**src/rtl/pcpi_result_nibble_tx.sv**
```systemverilog
// Nibble-serial transmitter for 32-bit PCPI results: valid/ready word in, LSB nibble first out
// over a send/ack exchange with a one-cycle gap. Optional checksum nibble: NIBBLE_TX_CHECKSUM_EN.
module pcpi_result_nibble_tx #(
    parameter int WORD_W  = 32,
    parameter int TIMEOUT = 255,
    parameter int TO_W    = 8
) (
    input  logic              clk,
    input  logic              rst,
    input  logic              in_valid,
    output logic              in_ready,
    input  logic [WORD_W-1:0] in_word,
    output logic [3:0]        nib_data,
    output logic              nib_send,
    input  logic              nib_ack,
    output logic              busy,
    output logic              done,
    output logic              err
);

    localparam int N = WORD_W / 4;
`ifdef NIBBLE_TX_CHECKSUM_EN
    localparam int NTOT = N + 1;
    localparam int SH_W = WORD_W + 4;
`else
    localparam int NTOT = N;
    localparam int SH_W = WORD_W;
`endif
    localparam int IDX_W = (NTOT > 1) ? $clog2(NTOT) : 1;
    localparam logic [IDX_W-1:0] LAST_IDX = IDX_W'(NTOT - 1);

    typedef enum logic [1:0] {
        S_IDLE = 2'd0,
        S_SEND = 2'd1,
        S_GAP  = 2'd2
    } state_t;

    state_t           r_state;
    state_t           w_state_nxt;
    logic [SH_W-1:0]  r_shift;
    logic [IDX_W-1:0] r_idx;
    logic [TO_W-1:0]  r_cnt;
    logic             r_err;
    logic             w_accept;
    logic             w_abort;
    logic             w_adv;
    logic             w_to_hit;
    logic [SH_W-1:0]  w_load;

`ifdef NIBBLE_TX_CHECKSUM_EN
    function automatic logic [3:0] f_xor_nibbles(input logic [WORD_W-1:0] w);
        logic [3:0] acc;
        acc = 4'h0;
        for (int i = 0; i < N; i++) begin
            acc = acc ^ w[4*i +: 4];
        end
        return acc;
    endfunction

    assign w_load = {f_xor_nibbles(in_word), in_word};
`else
    assign w_load = in_word;
`endif

    // Timeout compare; a zero TIMEOUT removes the abort path entirely.
    generate
        if (TIMEOUT == 0) begin : g_no_timeout
            assign w_to_hit = 1'b0;
        end else begin : g_timeout
            assign w_to_hit = (r_cnt == TO_W'(TIMEOUT - 1));
        end
    endgenerate

    // State register.
    always_ff @(posedge clk) begin
        if (rst) begin
            r_state <= S_IDLE;
        end else begin
            r_state <= w_state_nxt;
        end
    end

    // Next-state decode; ack takes priority over a coincident timeout.
    always_comb begin
        w_state_nxt = r_state;
        w_accept    = 1'b0;
        w_abort     = 1'b0;
        w_adv       = 1'b0;
        case (r_state)
            S_IDLE: begin
                if (in_valid) begin
                    w_accept    = 1'b1;
                    w_state_nxt = S_SEND;
                end else begin
                    w_state_nxt = S_IDLE;
                end
            end
            S_SEND: begin
                if (nib_ack) begin
                    w_state_nxt = S_GAP;
                end else if (w_to_hit) begin
                    w_abort     = 1'b1;
                    w_state_nxt = S_IDLE;
                end else begin
                    w_state_nxt = S_SEND;
                end
            end
            S_GAP: begin
                if (r_idx == LAST_IDX) begin
                    w_state_nxt = S_IDLE;
                end else begin
                    w_adv       = 1'b1;
                    w_state_nxt = S_SEND;
                end
            end
            default: begin
                w_state_nxt = S_IDLE;
            end
        endcase
    end

    // Shift register, nibble index, ack-wait counter and error pulse.
    always_ff @(posedge clk) begin
        if (rst) begin
            r_shift <= '0;
            r_idx   <= '0;
            r_cnt   <= '0;
            r_err   <= 1'b0;
        end else begin
            r_err <= w_abort;
            if (w_accept) begin
                r_shift <= w_load;
                r_idx   <= '0;
                r_cnt   <= '0;
            end else if (w_adv) begin
                r_shift <= {4'h0, r_shift[SH_W-1:4]};
                r_idx   <= r_idx + IDX_W'(1);
                r_cnt   <= '0;
            end else if ((r_state == S_SEND) && !nib_ack && !w_to_hit) begin
                r_cnt <= r_cnt + TO_W'(1);
            end
        end
    end

    assign in_ready = (r_state == S_IDLE);
    assign busy     = (r_state != S_IDLE);
    assign nib_send = (r_state == S_SEND);
    assign nib_data = r_shift[3:0];
    assign done     = (r_state == S_GAP) && (r_idx == LAST_IDX);
    assign err      = r_err;

endmodule

```
**config.mk**
```make
export PLATFORM = sky130hd
export DESIGN_NAME = pcpi_result_nibble_tx
export DESIGN_NICKNAME = d
export VERILOG_FILES = /design/src/rtl/pcpi_result_nibble_tx.sv
export SDC_FILE = /design/constraint.sdc
export NUM_CORES = 1
export LEC_CHECK = 0
export CORE_AREA = 2 2 76 78
export DETAILED_ROUTE_END_ITERATION = 6
export DIE_AREA = 0 0 78 80
export DONT_BUFFER_PORTS = 1
export PLACE_DENSITY_LB_ADDON = 0.05
export REMOVE_ABC_BUFFERS = 1
export SETUP_SLACK_MARGIN = 0.2
export SLEW_MARGIN = 20
export SYNTH_ARGS = -nofsm -noshare
export SYNTH_HDL_FRONTEND = slang
export SYNTH_SLANG_ARGS = --single-unit
export TNS_END_PERCENT = 10
```
**constraint.sdc**
```tcl
create_clock -name clk -period 1.76 [get_ports clk]
set_clock_uncertainty 0.2 [all_clocks]
set_input_delay 0.352 -clock clk [delete_from_list [all_inputs] [get_ports clk]]
set_output_delay 0.352 -clock clk [all_outputs]
set_load 0.01 [all_outputs]
```
==> results of run 1 <==
cells by family after synthesis:
family                   Yosys count  share of synthesized area, %
adder cells (fa/ha/maj)            4                         2.360
XOR/XNOR                           3                         1.239
AO/OA/AOI/OAI                     67                         23.24
AND/OR/NAND/NOR                   91                         20.77
buffers and inverters             29                         6.135
flip-flops                        46                         43.42
multiplexers                       6                         2.832
critical path, delay by kind of cell, from the launching register on:
| family | cells | cell delay (ns) |
|---|---|---|
| DFF | 1 | 0.34 |
| buffers and inverters | 1 | 0.12 |
| adders and majority gates | 2 | 0.33 |
| and+or+nand+nor | 1 | 0.21 |
Yosys cell counts, types with 4 or more instances:
cell / n
sky130_fd_sc_hd__nor2_1: 61
sky130_fd_sc_hd__dfxtp_1: 46
sky130_fd_sc_hd__o22ai_1: 25
sky130_fd_sc_hd__a2bb2oi_1: 23
sky130_fd_sc_hd__clkbuf_1: 14
sky130_fd_sc_hd__mux2i_1: 6
sky130_fd_sc_hd__nor3_1: 6
sky130_fd_sc_hd__buf_2: 5
sky130_fd_sc_hd__a22oi_1: 4
sky130_fd_sc_hd__buf_4: 4
sky130_fd_sc_hd__ha_1: 4
sky130_fd_sc_hd__inv_1: 4
timing repair:
action | CTS | global route
resized for setup | 38 | 12
hold endpoints to repair | 37 | 0
pin swaps | 17 | 9
buffers inserted | 2 | 1
cloned | 1 | 1
setup endpoints to repair | 48 | 48
hold buffers | 1 | 0
final cells by class:
type	instances	area, µm²
fill	536	2873
multi-input combinational	171	1190
sequential	46	930.9
timing repair buffer	20	230.2
tap	72	90.09
clock buffer	7	76.32
inverter	4	15.01
layer usage:
metal | GRT usage (%) | part of all wire (%) | routed length, µm
met1 | 23.48 | 44 | 2438
met2 | 29.91 | 48 | 2654
met3 | 5.995 | 6.9 | 382
met4 | 4.386 | 0.87 | 48
met5 | 0 | 0 | 0
layout by cell type, fill, tap and decap left out, types with 4 or more instances in the layout:
master | netlist | layout
sky130_fd_sc_hd__o22ai_1 | 25 | 23
sky130_fd_sc_hd__dfxtp_1 | 46 | 40
sky130_fd_sc_hd__nor3_1 | 6 | 6
sky130_fd_sc_hd__nor2_1 | 61 | 57
sky130_fd_sc_hd__dfxtp_2 | 0 | 5
sky130_fd_sc_hd__buf_6 | 0 | 4
sky130_fd_sc_hd__a2bb2oi_1 | 23 | 23
sky130_fd_sc_hd__buf_4 | 4 | 11
sky130_fd_sc_hd__clkbuf_8 | 0 | 5
sky130_fd_sc_hd__mux2i_1 | 6 | 6
worst paths after layout:
path                                                from                       end  slack [ns]  depth (start not counted)
worst min-delay path                         in_word[30]  r_shift[30]$_SDFFE_PP0P_       0.002                          2
worst max-delay path               r_idx[1]$_SDFFE_PP0P_                      done       -0.09                          4
worst min register to register  r_shift[27]$_SDFFE_PP0P_  r_shift[27]$_SDFFE_PP0P_        0.30                          2
worst max register to register     r_idx[1]$_SDFFE_PP0P_  r_shift[27]$_SDFFE_PP0P_        0.04                          6
report_power, final:
group          internal, W  leakage [nW]  switching (W)
Sequential         0.00112         0.381      0.0000517
Clock             0.000274        0.0383       0.000351
Combinational     0.000188         0.533       0.000193
state kept, by name, summed over array words and instances (netlist names):
signal   flops
err          1
r_state      2
r_idx        3
r_cnt        8
r_shift     32
metrics by stage:
| stage | total power, W | util [%] | hold slack (ns) | cells | TNS, ns |
|---|---|---|---|---|---|
| finish | 0.002175 | 46.85 | 0.002370 | 320 | -0.09034 |
| global route | 0.002283 | 46.85 | 0.0003520 | 320 | -0.2875 |
| CTS | 0.002173 | 45.95 | 0.001236 | 318 | -0.09565 |
| detailed placement | 0.001513 | 40.95 | 0.2305 | 307 | -1.041 |
| global placement | 0.001500 | 40.95 | 0.2282 | 307 | -0.4435 |
| floorplan | 0.001424 | - | 0.2244 | 221 | -24.75 |
==> impl_metrics.ini, run 1 <==
[status]
outcome = complete, but fails checks
violated_checks = negative setup slack

[cells_and_area]
final_net_count = 288
antenna_cells_inserted = 0
final_cell_area_um2 = 2532
share_of_post_route_cells_with_drive_strength_above_1_pct = 23.79
area_delta_synth_final_pct = 19.41

[global_route]
global_route_wire_length_before_repair_mm = 8.880
track_usage_pct = 18.32
grt_start_max_net_pins = 38
initial_antenna_violation_count = 0
grt_pass1_vias = 1750
grt-ovfl-total = 0

[worst_setup_path]
worst_setup_path_start_kind = flop
data_arrival_time_at_the_worst_slack_endpoint_ns = 1.30
critPathCaptureType = output pin
critPathSlowestCell = sky130_fd_sc_hd__dfxtp_2
timing.setup.critical_path_class = flop to output pin
crit_path_max_incr_delay_ns = 0.34
worstPathMaxFanout = 4
cp_common_cell = sky130_fd_sc_hd__ha_4
worst_path_required_ns = 1.21
worstPathCellList = ha_4 -> ha_4 -> buf_12 -> and3b_2

[yosys]
ys_seq_elements = 46
synth-async-reset-ratio_pct = 0
yosysUniqueCellTypes = 39
postSynthCellCount = 246
sequential_element_share_of_the_synthesized_area_pct = 43.42
postSynthAreaPerCell_um2 = 8.621
synthFlopType = sky130_fd_sc_hd__dfxtp_1
synth.cell_area_um2 = 2121
yosys_warning_count = 0
synthTopCellsByArea = sky130_fd_sc_hd__dfxtp_1, sky130_fd_sc_hd__nor2_1, sky130_fd_sc_hd__a2bb2oi_1
yosysTopAreaCell = sky130_fd_sc_hd__dfxtp_1
synth_top_cell_area_share_pct = 43.42
synth_enable_flop_cells = 0

[clock_network]
clock_tree.root_cell = sky130_fd_sc_hd__clkbuf_8
insertion_delay_ns = 0.30
clkTransAtPathRegs_ns = 0.08
cts_htree_levels = 2
tritoncts_clock_tree = built
clk_path_buf_depth = 2
cts-buffers-inserted = 5
tritoncts_num_sinks = 46

[place]
globalplace.congestion = 0.7709
detailed_place_hpwl_mm = 3.368
port_buffers = 0
placed_cell_area_um2 = 2213
place_ws_ns = -0.1804

[die]
die_width_um = 78
initial_core_utilization_pct = 39.24
dieHeight_um = 80
area_inside_the_core_boundary_um2 = 5405
rows = 27
die-area_um2 = 6240
number_of_top_level_pins = 45

[detailed_routing]
detailroute.via_count = 1850
drtIter0Drc = 86
post-route-drc-count = 0
wire_per_inst_um = 17.26
routed_wirelength_mm = 5.523
drt_pass1_iterations = 4
post_drt_via_cell_ratio = 5.781
drtAntennaViolNets = 0

[power]
power_density_nw_per_um2 = 858.7
max-vdd-ir-drop_mv = 0.3517
power.static_leakage_nw = 0.9525

[sta]
pin_slew_with_the_least_headroom_to_its_limit_ns = 0.2847
timing.final.setup_violations = 1
fin_ws_ns = -0.09034
min_period_over_period_pct = 105.1
fin_crit_period_ns = 1.850
maxClockFrequency_mhz = 540.4
finalMaxSlewViolations = 0
rsz_0062_raised_after_global_routing = yes
finalHoldViolations = 0
timing.slew.headroom_pct = 81.02

[min_path]
min_path_type = input pin to flop

[run]
max_cap_viol_count = 0
Note: power is estimated with default switching activity, not from simulation.
==> run 2: changes to the inputs <==
--- a/config.mk
+++ b/config.mk
@@ -12,7 +12,7 @@
 export PLACE_DENSITY_LB_ADDON = 0.05
 export REMOVE_ABC_BUFFERS = 1
 export SETUP_SLACK_MARGIN = 0.2
-export SLEW_MARGIN = 20
+export SLEW_MARGIN = 25
 export SYNTH_ARGS = -nofsm -noshare
 export SYNTH_HDL_FRONTEND = slang
 export SYNTH_SLANG_ARGS = --single-unit
==> results of run 2 <==
Final layout, timing and power as in run 1 (identical DEF).
==> run 3: changes to the inputs <==
--- a/config.mk
+++ b/config.mk
@@ -5,9 +5,9 @@
 export SDC_FILE = /design/constraint.sdc
 export NUM_CORES = 1
 export LEC_CHECK = 0
-export CORE_AREA = 2 2 76 78
+export CORE_AREA = 2 2 65 67
 export DETAILED_ROUTE_END_ITERATION = 6
-export DIE_AREA = 0 0 78 80
+export DIE_AREA = 0 0 67 69
 export DONT_BUFFER_PORTS = 1
 export PLACE_DENSITY_LB_ADDON = 0.05
 export REMOVE_ABC_BUFFERS = 1
==> impl_metrics.ini, run 3 (synthesis gave the netlist of run 1 again) <==
[clock_network]
tritoncts_num_sinks = 46
tritoncts_clock_tree = built
insertion_delay_ns = 0.29
clkTransAtPathRegs_ns = 0.08
clk_path_buf_depth = 2
cts-buffers-inserted = 5
clock_tree.root_cell = sky130_fd_sc_hd__clkbuf_8
cts_htree_levels = 2

[worst_setup_path]
r2r_end = r_shift[23]$_SDFFE_PP0P_
worstPathCellList = ha_4 -> ha_4 -> buf_6 -> and3b_2
r2r-start = r_idx[0]$_SDFFE_PP0P_
depth_of_the_most_critical_reg_to_reg_path = 7
timing.setup.critical_path_class = flop to output pin
critPathCaptureType = output pin
worst_setup_path_start_kind = flop
crit_path_max_incr_delay_ns = 0.34
worstPathMaxFanout = 4
critPathSlowestCell = sky130_fd_sc_hd__dfxtp_2
r2r_setup_slack_ns = 0.03
cp_common_cell = sky130_fd_sc_hd__ha_4
worst_path_required_ns = 1.21
critPathLaunch = r_idx[0]$_SDFFE_PP0P_
cp-endpoint = done
data_arrival_time_at_the_worst_slack_endpoint_ns = 1.28

[die]
initial_core_utilization_pct = 54.19
number_of_top_level_pins = 45
rows = 23
die_width_um = 67
dieHeight_um = 69
area_inside_the_core_boundary_um2 = 3914
die-area_um2 = 4623

[cells_and_area]
antenna_cells_inserted = 0
commonest_cells_after_routing_fill_and_taps_aside = sky130_fd_sc_hd__nor2_1, sky130_fd_sc_hd__dfxtp_1, sky130_fd_sc_hd__o22ai_1
fillers = 328
most_common_cell_after_layout_fill_and_taps_aside = sky130_fd_sc_hd__nor2_1
seq_area_um2 = 933.4
fin_util_pct = 64.13
top_register = r_shift
reg_top3 = r_shift: 32 flops, r_cnt: 8 flops, r_idx: 3 flops
max_ffs_per_register = 32
fin_cells = 298
share_of_post_route_cells_with_drive_strength_above_1_pct = 21.37
final_net_count = 287
multi_input_area_um2 = 1184
area_delta_synth_final_pct = 18.35

[sta]
maxClockFrequency_mhz = 546.6
rsz_0062_raised_after_global_routing = yes
timing.slew.headroom_pct = 82.95
pin_slew_with_the_least_headroom_to_its_limit_ns = 0.2554
finalMaxSlewViolations = 0
finalHoldViolations = 0
min_period_over_period_pct = 104.0
timing.final.setup_violations = 1
fin_ws_ns = -0.06955
fin_crit_period_ns = 1.830
fin_worst_hold_slack_ns = 0.008791

[place]
place_ws_ns = -0.1527
detailed_place_hpwl_mm = 3.317
port_buffers = 0
dp.cells = 285
globalplace.congestion = 0.7647

[global_route]
track_usage_pct = 22.94
top_usage_layer = met2
grt.met3_usage_pct = 6.036
grt_pass1_vias = 1857
gr-usage-met2_pct = 39.93
initial_antenna_violation_count = 0
grt_start_max_net_pins = 38
grtUsageMet1_pct = 27.56
global_route_wire_length_before_repair_mm = 8.383
grt-ovfl-total = 0

[status]
outcome = complete, but fails checks
violated_checks = negative setup slack

[power]
power.static_leakage_nw = 0.9587
power.total_w = 0.002310
power_density_nw_per_um2 = 920.4
max-vdd-ir-drop_mv = 0.6457

[detailed_routing]
drtIter0Drc = 127
post_drt_via_cell_ratio = 6.205
detailroute.via_count = 1849
drtAntennaViolNets = 0
routed_wirelength_mm = 5.150
post-route-drc-count = 0
wire_per_inst_um = 17.28
drt_pass1_iterations = 4

[run]
max_cap_viol_count = 0

[min_path]
min_path_type = input pin to flop
hold-path-cell-count = 2
run 3: final cells by class:
type,instances,area share (%)
inverters,4,0.6979
multi-input cells,171,47.16
clock inverters,3,1.595
clock buffers,5,2.742
repair buffers,19,8.126
well taps,50,2.493
flip-flops and latches,46,37.19
run 3: worst max-delay path, delay by kind of cell, from the launching register on:
| kind | cells | cell delay (ns) |
|---|---|---|
| buffers and inverters | 1 | 0.12 |
| flip-flops | 1 | 0.34 |
| AND/OR/NAND/NOR | 1 | 0.21 |
| adder cells (fa/ha/maj) | 2 | 0.32 |
run 3: repair_timing:
item	4_1_cts	5_1_grt
hold buffers	1	0
buffers inserted	3	1
setup endpoints to repair	48	48
endpoints found under the hold margin	37	0
pin swaps	13	13
gates resized for setup	32	10
run 3: per-stage QoR:
| step | cell area, µm² | setup TNS, ns |
|---|---|---|
| 2_1_floorplan | 2006 | -24.75 |
| 3_3_place_gp | 2198 | -0.2275 |
| 3_5_place_dp | 2198 | -0.8790 |
| 4_1_cts | 2451 | -0.06979 |
| 5_1_grt | 2510 | -0.4382 |
| 6_report | 2510 | -0.06955 |
run 3: routing by layer:
| metal | vias up | routed length [µm] |
|---|---|---|
| li1 | 890 | - |
| met4 | 0 | 34 |
| met2 | 40 | 2632 |
| met5 | - | 0 |
| met1 | 912 | 2247 |
| met3 | 7 | 236 |
run 3: power by group:
part	switching [W]	total [W]	internal [W]
logic	0.000188	0.000373	0.000185
registers	0.0000502	0.00117	0.00112
clock network	0.000353	0.000771	0.000418
total	0.000591	0.00231	0.00172
run 3: worst min-delay path by stage:
stage / slack (ns) / to / from
3_3_place_gp: 0.23 / r_shift[9]$_SDFFE_PP0P_ / rst
2_1_floorplan: 0.22 / r_shift[0]$_SDFFE_PP0P_ / rst
5_1_grt: 0.01 / r_state[1]$_SDFF_PP0_ / nib_ack
4_1_cts: 0.005 / r_shift[29]$_SDFFE_PP0P_ / in_word[29]
3_5_place_dp: 0.23 / r_shift[5]$_SDFFE_PP0P_ / rst
6_report: 0.009 / r_shift[29]$_SDFFE_PP0P_ / in_word[29]
